**config.mk**
```make
export PLATFORM = sky130hd
export DESIGN_NAME = intersection_cmd_driver
export DESIGN_NICKNAME = d
export VERILOG_FILES = /design/src/rtl/intersection_pkg.sv /design/src/rtl/cmd_fifo.sv /design/src/rtl/intersection_cmd_driver.sv
export SDC_FILE = /design/constraint.sdc
export NUM_CORES = 1
export LEC_CHECK = 0
export CORE_ASPECT_RATIO = 0.9
export CORE_MARGIN = 1.5
export CORE_UTILIZATION = 45
export CTS_CLUSTER_DIAMETER = 60
export DETAILED_ROUTE_END_ITERATION = 10
export GPL_ROUTABILITY_DRIVEN = 0
export PLACE_DENSITY = 0.67
export SKIP_CTS_REPAIR_TIMING = 1
export SYNTH_ARGS = -nofsm -noshare
export SYNTH_HDL_FRONTEND = slang
export SYNTH_HIERARCHICAL = 1
export SYNTH_SLANG_ARGS = --single-unit
export TNS_END_PERCENT = 1
```
**constraint.sdc**
```tcl
create_clock -name clk -period 3.12 [get_ports clk]
set_input_delay 0.78 -clock clk [delete_from_list [all_inputs] [get_ports clk]]
set_output_delay 0.78 -clock clk [all_outputs]
set_load 0.03 [all_outputs]
```
**src/rtl/intersection_pkg.sv**
```systemverilog
// Shared types and constants for the intersection simulator command driver.
package intersection_pkg;

    localparam logic [2:0] MODE_REM_A = 3'b000;
    localparam logic [2:0] MODE_REM_B = 3'b001;
    localparam logic [2:0] MODE_ADD_A = 3'b010;
    localparam logic [2:0] MODE_ADD_B = 3'b011;
    localparam logic [2:0] MODE_DISP  = 3'b100;

    localparam int unsigned CntW = 8;

    typedef enum logic [1:0] {
        StIdle,
        StSetup,
        StPulse,
        StGap
    } state_e;

    typedef struct packed {
        logic [1:0] op;
        logic [4:0] plate;
    } cmd_t;

    // Remove commands carry no plate; store zero so the simulator sees a clean bus.
    function automatic cmd_t make_cmd(logic [1:0] op, logic [4:0] plate);
        cmd_t c;
        c.op    = op;
        c.plate = (op == MODE_ADD_A[1:0] || op == MODE_ADD_B[1:0]) ? plate : 5'd0;
        return c;
    endfunction

endpackage

```
**src/rtl/cmd_fifo.sv**
```systemverilog
// Small synchronous command FIFO with occupancy count and async active-low reset.
module cmd_fifo
    import intersection_pkg::*;
#(
    parameter int unsigned DEPTH = 4
) (
    input  logic                     clk,
    input  logic                     rst_n,
    input  logic                     push_i,
    input  cmd_t                     data_i,
    input  logic                     pop_i,
    output cmd_t                     data_o,
    output logic                     full_o,
    output logic                     empty_o,
    output logic [$clog2(DEPTH):0]   count_o
);

    localparam int unsigned PtrW = $clog2(DEPTH);
    localparam int unsigned CntFW = PtrW + 1;

    cmd_t              mem_q [DEPTH];
    logic [PtrW-1:0]   wr_ptr_q, rd_ptr_q;
    logic [CntFW-1:0]  count_q, count_d;
    logic              push_ok, pop_ok;

    assign full_o  = (count_q == CntFW'(DEPTH));
    assign empty_o = (count_q == '0);
    assign count_o = count_q;
    assign data_o  = mem_q[rd_ptr_q];

    assign push_ok = push_i && !full_o;
    assign pop_ok  = pop_i && !empty_o;

    always_comb begin
        count_d = count_q;
        unique case ({push_ok, pop_ok})
            2'b10:   count_d = count_q + 1'b1;
            2'b01:   count_d = count_q - 1'b1;
            default: count_d = count_q;
        endcase
    end

    always_ff @(posedge clk or negedge rst_n) begin
        if (!rst_n) begin
            wr_ptr_q <= '0;
            rd_ptr_q <= '0;
            count_q  <= '0;
        end else begin
            if (push_ok) wr_ptr_q <= wr_ptr_q + 1'b1;
            if (pop_ok)  rd_ptr_q <= rd_ptr_q + 1'b1;
            count_q <= count_d;
        end
    end

    always_ff @(posedge clk) begin
        if (push_ok) mem_q[wr_ptr_q] <= data_i;
    end

endmodule

```
**src/rtl/intersection_cmd_driver.sv**
```systemverilog
// Buffers add/remove commands and replays each as a setup + clean action pulse.
// Define IDLE_DISPLAY_EN to park mode/plateIn on display mode while idle.
module intersection_cmd_driver
    import intersection_pkg::*;
#(
    parameter int unsigned FIFO_DEPTH = 4,
    parameter int unsigned SETUP_CYC  = 1,
    parameter int unsigned PULSE_CYC  = 1,
    parameter int unsigned GAP_CYC    = 1
) (
    input  logic                          clk,
    input  logic                          rst_n,
    input  logic                          cmd_valid_i,
    output logic                          cmd_ready_o,
    input  logic [2:0]                    cmd_mode_i,
    input  logic [4:0]                    cmd_plate_i,
    output logic [2:0]                    mode_o,
    output logic [4:0]                    plate_in_o,
    output logic                          action_o,
    output logic                          busy_o,
    output logic [$clog2(FIFO_DEPTH):0]   pending_o,
    output logic                          drop_pulse_o
);

`ifdef IDLE_DISPLAY_EN
    localparam logic [2:0] IdleMode = MODE_DISP;
`else
    localparam logic [2:0] IdleMode = MODE_REM_A;
`endif

    localparam logic [CntW-1:0] SetupLd = CntW'(SETUP_CYC - 1);
    localparam logic [CntW-1:0] PulseLd = CntW'(PULSE_CYC - 1);
    localparam logic [CntW-1:0] GapLd   = CntW'(GAP_CYC - 1);

    state_e            state_q, state_d;
    logic [CntW-1:0]   cnt_q, cnt_d;
    logic [2:0]        mode_q, mode_d;
    logic [4:0]        plate_q, plate_d;
    logic              action_q, action_d;
    logic              drop_q, drop_d;

    logic              fifo_full, fifo_empty;
    cmd_t              fifo_rd;
    logic              accept, push, pop, start;

    // Ready is taken from the pre-edge count, so a full FIFO refuses even while popping.
    assign cmd_ready_o = !fifo_full;
    assign accept      = cmd_valid_i && cmd_ready_o;
    assign push        = accept && !cmd_mode_i[2];
    assign drop_d      = accept && cmd_mode_i[2];

    cmd_fifo #(
        .DEPTH (FIFO_DEPTH)
    ) u_fifo (
        .clk     (clk),
        .rst_n   (rst_n),
        .push_i  (push),
        .data_i  (make_cmd(cmd_mode_i[1:0], cmd_plate_i)),
        .pop_i   (pop),
        .data_o  (fifo_rd),
        .full_o  (fifo_full),
        .empty_o (fifo_empty),
        .count_o (pending_o)
    );

    always_comb begin
        state_d  = state_q;
        cnt_d    = cnt_q;
        mode_d   = mode_q;
        plate_d  = plate_q;
        action_d = action_q;
        start    = 1'b0;
        pop      = 1'b0;

        unique case (state_q)
            StIdle: begin
                if (!fifo_empty) start = 1'b1;
            end
            StSetup: begin
                if (cnt_q == '0) begin
                    action_d = 1'b1;
                    state_d  = StPulse;
                    cnt_d    = PulseLd;
                end else begin
                    cnt_d = cnt_q - 1'b1;
                end
            end
            StPulse: begin
                if (cnt_q == '0) begin
                    action_d = 1'b0;
                    state_d  = StGap;
                    cnt_d    = GapLd;
                end else begin
                    cnt_d = cnt_q - 1'b1;
                end
            end
            StGap: begin
                if (cnt_q != '0) begin
                    cnt_d = cnt_q - 1'b1;
                end else if (!fifo_empty) begin
                    start = 1'b1;
                end else begin
                    state_d = StIdle;
`ifdef IDLE_DISPLAY_EN
                    mode_d  = MODE_DISP;
                    plate_d = 5'd0;
`endif
                end
            end
            default: state_d = StIdle;
        endcase

        if (start) begin
            pop      = 1'b1;
            state_d  = StSetup;
            cnt_d    = SetupLd;
            mode_d   = {1'b0, fifo_rd.op};
            plate_d  = fifo_rd.plate;
            action_d = 1'b0;
        end
    end

    always_ff @(posedge clk or negedge rst_n) begin
        if (!rst_n) begin
            state_q  <= StIdle;
            cnt_q    <= '0;
            mode_q   <= IdleMode;
            plate_q  <= 5'd0;
            action_q <= 1'b0;
            drop_q   <= 1'b0;
        end else begin
            state_q  <= state_d;
            cnt_q    <= cnt_d;
            mode_q   <= mode_d;
            plate_q  <= plate_d;
            action_q <= action_d;
            drop_q   <= drop_d;
        end
    end

    assign mode_o       = mode_q;
    assign plate_in_o   = plate_q;
    assign action_o     = action_q;
    assign busy_o       = (state_q != StIdle);
    assign drop_pulse_o = drop_q;

endmodule

```
Word-level counts from Yosys, hierarchy flattened
Memories as Yosys holds them, arrays and structs flattened. A register that Yosys moved wholly into a read port is not among the register bits.
Cells that the tools add are included.
{"block": "op_classes", "mux": 22, "reduce_logical": 23, "add_sub_neg": 5, "n_eq_ne": 13}
{"cell": "two-way mux 8 bit", "n": 3}
{"cell": "one-hot mux 8 bit (2 select lines)", "n": 1}
{"cell": "!= test 3 bit, second input constant", "n": 5}
{"cell": "== test 2 bit, second input constant", "n": 5}
{"cell": "two-way mux 2 bit", "n": 5}
{"cell": "logical NOT 8 bit", "n": 1}
{"cell": "two-way mux 1 bit", "n": 8}
{"cell": "nonzero test 8 bit", "n": 1}
{"cell": "subtractor 8 x 1 -> 8 bit, second input constant", "n": 1}
{"cell": "one-hot mux 2 bit (3 select lines)", "n": 1}
{"cell": "one-hot mux 3 bit (2 select lines)", "n": 1}
{"cell": "nonzero test 3 bit", "n": 2}
{"cell": "logical AND 1 bit", "n": 5}
{"cell": "two-way mux 5 bit", "n": 1}
{"cell": "AND reduction 5 bit", "n": 1}
{"cell": "adder 2 x 1 -> 2 bit, second input constant", "n": 2}
{"cell": "== test 2 x 1 -> 1 bit, second input constant", "n": 2}
{"cell": "logical NOT 1 bit", "n": 4}
{"cell": "one-hot mux 1 bit (2 select lines)", "n": 2}
{"cell": "nonzero test 2 bit", "n": 2}
{"cell": "nonzero test 4 bit", "n": 1}
{"cell": "adder 3 x 1 -> 3 bit, second input constant", "n": 1}
{"cell": "== test 3 bit, second input constant", "n": 1}
{"cell": "logical NOT 3 bit", "n": 1}
{"cell": "other kinds (6)", "n": 6}
{"block": "totals", "reg_bits": 19, "in_bits": 11, "mem_count": 1, "ramBits": 28, "wordCells": 71}
{"memory": "u_fifo.mem_q", "words": 4, "word_bits": 7, "rd": 1, "rd_clocked_by_memory_dff": 1, "write_ports": 1, "line": "cmd_fifo.sv:21", "source": "cmd_t mem_q [DEPTH];"}

Longest topological paths before layout
{"block": "logic_depth", "depth_word": 8, "ltp_mapped": 13}

By module
The synthesis kept the hierarchy.
{"module": "cmd_fifo", "cells_per_inst": 75, "area_each_um2": 1441.4, "instances": 1, "seq_area_each_um2": 1016.0}
{"module": "intersection_cmd_driver", "cells_per_inst": 125, "area_each_um2": 1086.0, "instances": 1, "seq_area_each_um2": 475.5}

Worst setup path before layout
Ideal clock, no wire load.
{"block": "synth_timing", "path_kind": "register to register", "startpoint": "reg state_q[0]", "endpoint": "reg u_fifo.count_q[2], in the netlist u_fifo/count_o[2]", "path_buffers": 1, "required_time_ns": 3.039, "t_arrival_ns": 2.521, "setup_slack_ns": 0.518, "stages_incl_launch_ff": 14, "path_cell_list": "dfrtp_1 inv_1 ha_1 clkbuf_1 nor3_1 a31oi_4 inv_4 o31a_2 ha_1 inv_1 fa_1 xor2_1 nor2_1 xor2_1"}
{"block": "synth_between", "elab_chain_cells": 6, "word_cells_on_any_way": 9, "classes_between": "eq/ne: 3; mux: 3; reduce/logical: 3"}
{"item": "start: declaration", "line": "intersection_cmd_driver.sv:35", "source": "state_e state_q, state_d;"}
{"item": "start signal: assignment", "line": "intersection_cmd_driver.sv:125", "source": "state_q <= StIdle;"}
{"item": "start signal: assignment", "line": "intersection_cmd_driver.sv:132", "source": "state_q <= state_d;"}
{"item": "== test 2 bit / logical NOT 2 bit (equally long branches)", "line": "intersection_cmd_driver.sv:75", "source": "unique case (state_q)"}
{"item": "one-hot mux 1 bit (2 select lines) (*)", "line": "intersection_cmd_driver.sv:75"}
{"item": "two-way mux 1 bit (*)", "line": "intersection_cmd_driver.sv:113", "source": "if (start) begin"}
{"item": "net pop", "line": "intersection_cmd_driver.sv:44", "source": "logic accept, push, pop, start;"}
{"item": "logical AND 1 bit (*)", "line": "cmd_fifo.sv:32", "source": "assign pop_ok = pop_i && !empty_o;"}
{"item": "net u_fifo.pop_ok", "line": "cmd_fifo.sv:24", "source": "logic push_ok, pop_ok;"}
{"item": "== test 2 x 1 -> 1 bit / == test 2 bit (equally long branches)", "line": "cmd_fifo.sv:36", "source": "unique case ({push_ok, pop_ok})"}
{"item": "one-hot mux 3 bit (2 select lines) / nonzero test 2 bit (equally long branches)"}
{"item": "end signal: assignment", "line": "cmd_fifo.sv:51", "source": "count_q <= count_d;"}
{"item": "end: declaration", "line": "cmd_fifo.sv:23", "source": "logic [CntFW-1:0] count_q, count_d;"}
The timed path passes the listed nets; every way through them passes the cells marked *.
A chain may end at the register's enable or synchronous reset.

Final worst setup path
Same ends and word-level chain as after synthesis.

==> flow_summary.json <==
{
  "worst_ep_arrival_time_ps": 3040,
  "ioPinCount": 26,
  "clock_sinks": 54,
  "wire_per_inst_um": 14.10,
  "detailedRoute.firstPassIterationCount": 4,
  "worst_r2r_path_depth": 12,
  "timing.fmax_ghz": 0.3571,
  "fill_cell_instance_count_of_the_final_layout": 467,
  "placedInstanceArea_mm2": 0.002843,
  "clockRootBuffer": "sky130_fd_sc_hd__clkbuf_8",
  "ctsHtreeMaxLevel": 2,
  "antenna-diode-count": 0,
  "floorplan.initialDensity_pct": 47.53,
  "worst_hold_path_type": "flip-flop to flip-flop",
  "final-setup-viol-count": 0,
  "vdd_drop_max_uv": 458.8,
  "yosys_register_bits": 54,
  "ys_dominant_reg_cell": "sky130_fd_sc_hd__edfxtp_1",
  "grt_pass1_vias": 1445,
  "critPathRequiredTime_ps": 3360,
  "cts_buffer_depth": 2,
  "drt-total-wl_um": 4175,
  "grt_max_degree": 27,
  "count_of_flip_flops_with_a_built_in_enable_after_synthesis": 28,
  "grt_first_pass_wirelength_um": 6886,
  "yosysWarnings": 6,
  "later_pin_clock_latency_in_the_skew_report_ps": 310,
  "grt_util_overall_pct": 15.59,
  "fp.dieW_um": 82.00,
  "post_synth_inst_count": 200,
  "timing.final.hold_violations": 0,
  "fraction_of_layout_instances_using_a_drive_strength_above_1_pct": 13.54,
  "placeableCoreArea_mm2": 0.005318,
  "numCtsBuffers": 5,
  "setup_tns_ps": 0,
  "drtIter0Drc": 61,
  "critical_path_end_type": "flip-flop",
  "drtAntennaViolNets": 0,
  "syn2layout_area_growth_pct": 16.19,
  "numPortBuffers": 24,
  "vias": 1523,
  "clkPwrFrac_pct": 14.1,
  "final-seq-area_mm2": 0.001491,
  "setup_clock_skew_after_layout_ps": 6.196,
  "grt_antenna_before_repair": 0,
  "power.leakage_uw": 0.001209,
  "area_occupied_by_multi_input_gates_um2": 934.6,
  "area_of_the_mapped_netlist_mm2": 0.002527,
  "power_density_mw_per_mm2": 984.1,
  "grt_setup_unrepaired": "false",
  "final.hold.worst_slack_ps": 485.4,
  "timing.critical_path.cells": "inv_1 > ha_1 > nor3_1 > a31oi_4 > inv_4 > o31a_2 > ha_1 > inv_1 > fa_1 > xor2_1 > nor2_1 > xor2_1",
  "p_sw_uw": 1172,
  "post-route-period-util_pct": 89.76,
  "seq_total_area_yosys_pct": 59.01,
  "std_cell_rows": 25,
  "post_syn_nets": 223,
  "drt_drc_violations_left": 0,
  "overflow": 0,
  "drt-vias-per-instance": 5.145,
  "slowest_stage_cell_crit_path": "sky130_fd_sc_hd__ha_1",
  "power.share.sequential_pct": 39.9,
  "path_class": "flip-flop to flip-flop",
  "synth-async-reset-ratio_pct": 48.15,
  "max_slew.worst_pin.slew_ps": 675.1,
  "layout.nets": 251,
  "power_frac_comb_pct": 46.0,
  "final_period_minus_worst_setup_slack_ps": 2801,
  "register_clock_pin_slew_on_the_reported_worst_setup_and_hold_paths_ps": 100,
  "critical_path_peak_fanout": 10,
  "slew_violations": 0,
  "post-route-cell-area_mm2": 0.002937,
  "maxSlewHeadroom_pct": 54.52,
  "cp-start-kind": "flip-flop",
  "sw_frac_of_total_pct": 40.54,
  "dieHeight_um": 74.10,
  "post_synth.cell_area_avg_um2": 12.64,
  "cell_internal_pwr_uw": 1718,
  "cpPeakStageDelay_ps": 410,
  "cts_tree": "yes",
  "max-cap-violations": 0,
  "outcome": "finished clean",
  "dp_hpwl_um": 2979,
  "netlist-cell-type-count": 44,
  "dieArea_mm2": 0.006075,
  "min_delay_path_depth": 2
}
[critical path: cells and delay by family (launching register included)]
| kind | cells | cell delay [ps] |
|---|---|---|
| flops | 1 | 390 |
| xor+xnor | 2 | 290 |
| simple gates | 2 | 470 |
| compound gates | 2 | 310 |
| buf+inv | 3 | 310 |
| fa+ha+maj | 3 | 970 |
[cells by family (layout without fill, tap and decap cells)]
group	count (synthesis)	after routing	share of synthesized area, %
xor+xnor	11	11	3.812
buf+inv	23	52	4.010
other cells	1	1	0.1484
flops	54	54	59.01
compound gates	19	19	5.198
fa+ha+maj	12	12	6.238
mux	9	9	7.228
simple gates	71	71	14.36
[flip-flops by register name, indices dropped and copies added (netlist names)]
register / flops
action_o: 1
cnt_q: 8
drop_pulse_o: 1
mode_o: 2
plate_in_o: 5
state_q: 2
u_fifo/count_o: 3
u_fifo/mem_q: 28
u_fifo/rd_ptr_q: 2
u_fifo/wr_ptr_q: 2
[layout by cell type, fill, tap and decap left out, types with 7 or more instances in the layout]
cell | Yosys | layout
sky130_fd_sc_hd__edfxtp_1 | 28 | 28
sky130_fd_sc_hd__inv_1 | 15 | 15
sky130_fd_sc_hd__ha_1 | 11 | 11
sky130_fd_sc_hd__clkdlybuf4s50_1 | 0 | 24
sky130_fd_sc_hd__dfrtp_1 | 26 | 26
sky130_fd_sc_hd__nor2_1 | 12 | 12
sky130_fd_sc_hd__mux4_2 | 7 | 7
sky130_fd_sc_hd__xor2_1 | 8 | 8
sky130_fd_sc_hd__nand2_1 | 26 | 26
sky130_fd_sc_hd__o21ai_0 | 9 | 9
[cell usage after synthesis (2+ instances only)]
cell type | number | share of area [%]
sky130_fd_sc_hd__nand2_1 | 26 | 3.9
sky130_fd_sc_hd__a21oi_1 | 3 | 0.59
sky130_fd_sc_hd__inv_1 | 15 | 2.2
sky130_fd_sc_hd__mux4_2 | 7 | 6.2
sky130_fd_sc_hd__xnor2_1 | 3 | 1.0
sky130_fd_sc_hd__edfxtp_1 | 28 | 33
sky130_fd_sc_hd__and3_1 | 2 | 0.49
sky130_fd_sc_hd__clkbuf_1 | 3 | 0.45
sky130_fd_sc_hd__nand2b_1 | 3 | 0.74
sky130_fd_sc_hd__xor2_1 | 8 | 2.8
sky130_fd_sc_hd__nor2_1 | 12 | 1.8
sky130_fd_sc_hd__o21ai_0 | 9 | 1.8
sky130_fd_sc_hd__dfrtp_1 | 26 | 26
sky130_fd_sc_hd__ha_1 | 11 | 5.4
sky130_fd_sc_hd__nor3_1 | 4 | 0.79
sky130_fd_sc_hd__and3_2 | 4 | 1.2
sky130_fd_sc_hd__nand3_1 | 2 | 0.40
sky130_fd_sc_hd__nand4_1 | 4 | 0.99
sky130_fd_sc_hd__and2_1 | 5 | 1.2
[area by class of cell]
type | instances | share of cell area, %
multi-input cells | 123 | 31.83
clock buffers | 5 | 2.343
clock inverters | 3 | 0.8522
flip-flops and latches | 54 | 50.79
well taps | 67 | 2.855
inverters | 16 | 2.130
repair buffers | 28 | 9.203
[final timing paths]
kind / start / endpoint / slack, ps
max in group asynchronous: rst_n / plate_in_o[2] / 2050
min in group asynchronous: rst_n / cnt_q[3] / 820
hold reg to reg: plate_in_o[4] / plate_in_o[4] / 490
hold / removal: plate_in_o[4] / plate_in_o[4] / 490
setup reg to reg: state_q[0] / u_fifo/count_o[2] / 320
setup / recovery: state_q[0] / u_fifo/count_o[2] / 320
[per-layer routing]
| layer | vias to the layer above | global-route usage, % | part of all wire (%) |
|---|---|---|---|
| met5 | - | 0 | 0 |
| met4 | 0 | 6.780 | 1.3 |
| met3 | 4 | 3.804 | 4.2 |
| met2 | 41 | 23.41 | 45 |
| met1 | 732 | 21.69 | 49 |
| li1 | 746 | - | - |
[power groups by stage]
stage	sequential, uW	clock (uW)	combinational, uW
6_report	1150	407	1330
5_1_grt	1190	446	1470
3_3_place_gp	1170	0	1310
3_5_place_dp	1170	0	1330
2_1_floorplan	1230	0	888
4_1_cts	1160	411	1340
[stage by stage]
stage	instances	power, uW	util [%]	setup WS, ps
3_5_place_dp	288	2505	53.46	338.8
2_1_floorplan	200	2117	-	517.9
5_1_grt	296	3108	55.22	117.2
4_1_cts	296	2906	55.22	299.4
6_report	296	2890	55.22	319.5
3_3_place_gp	288	2483	53.46	448.5
Note: power is estimated with default switching activity, not from simulation.
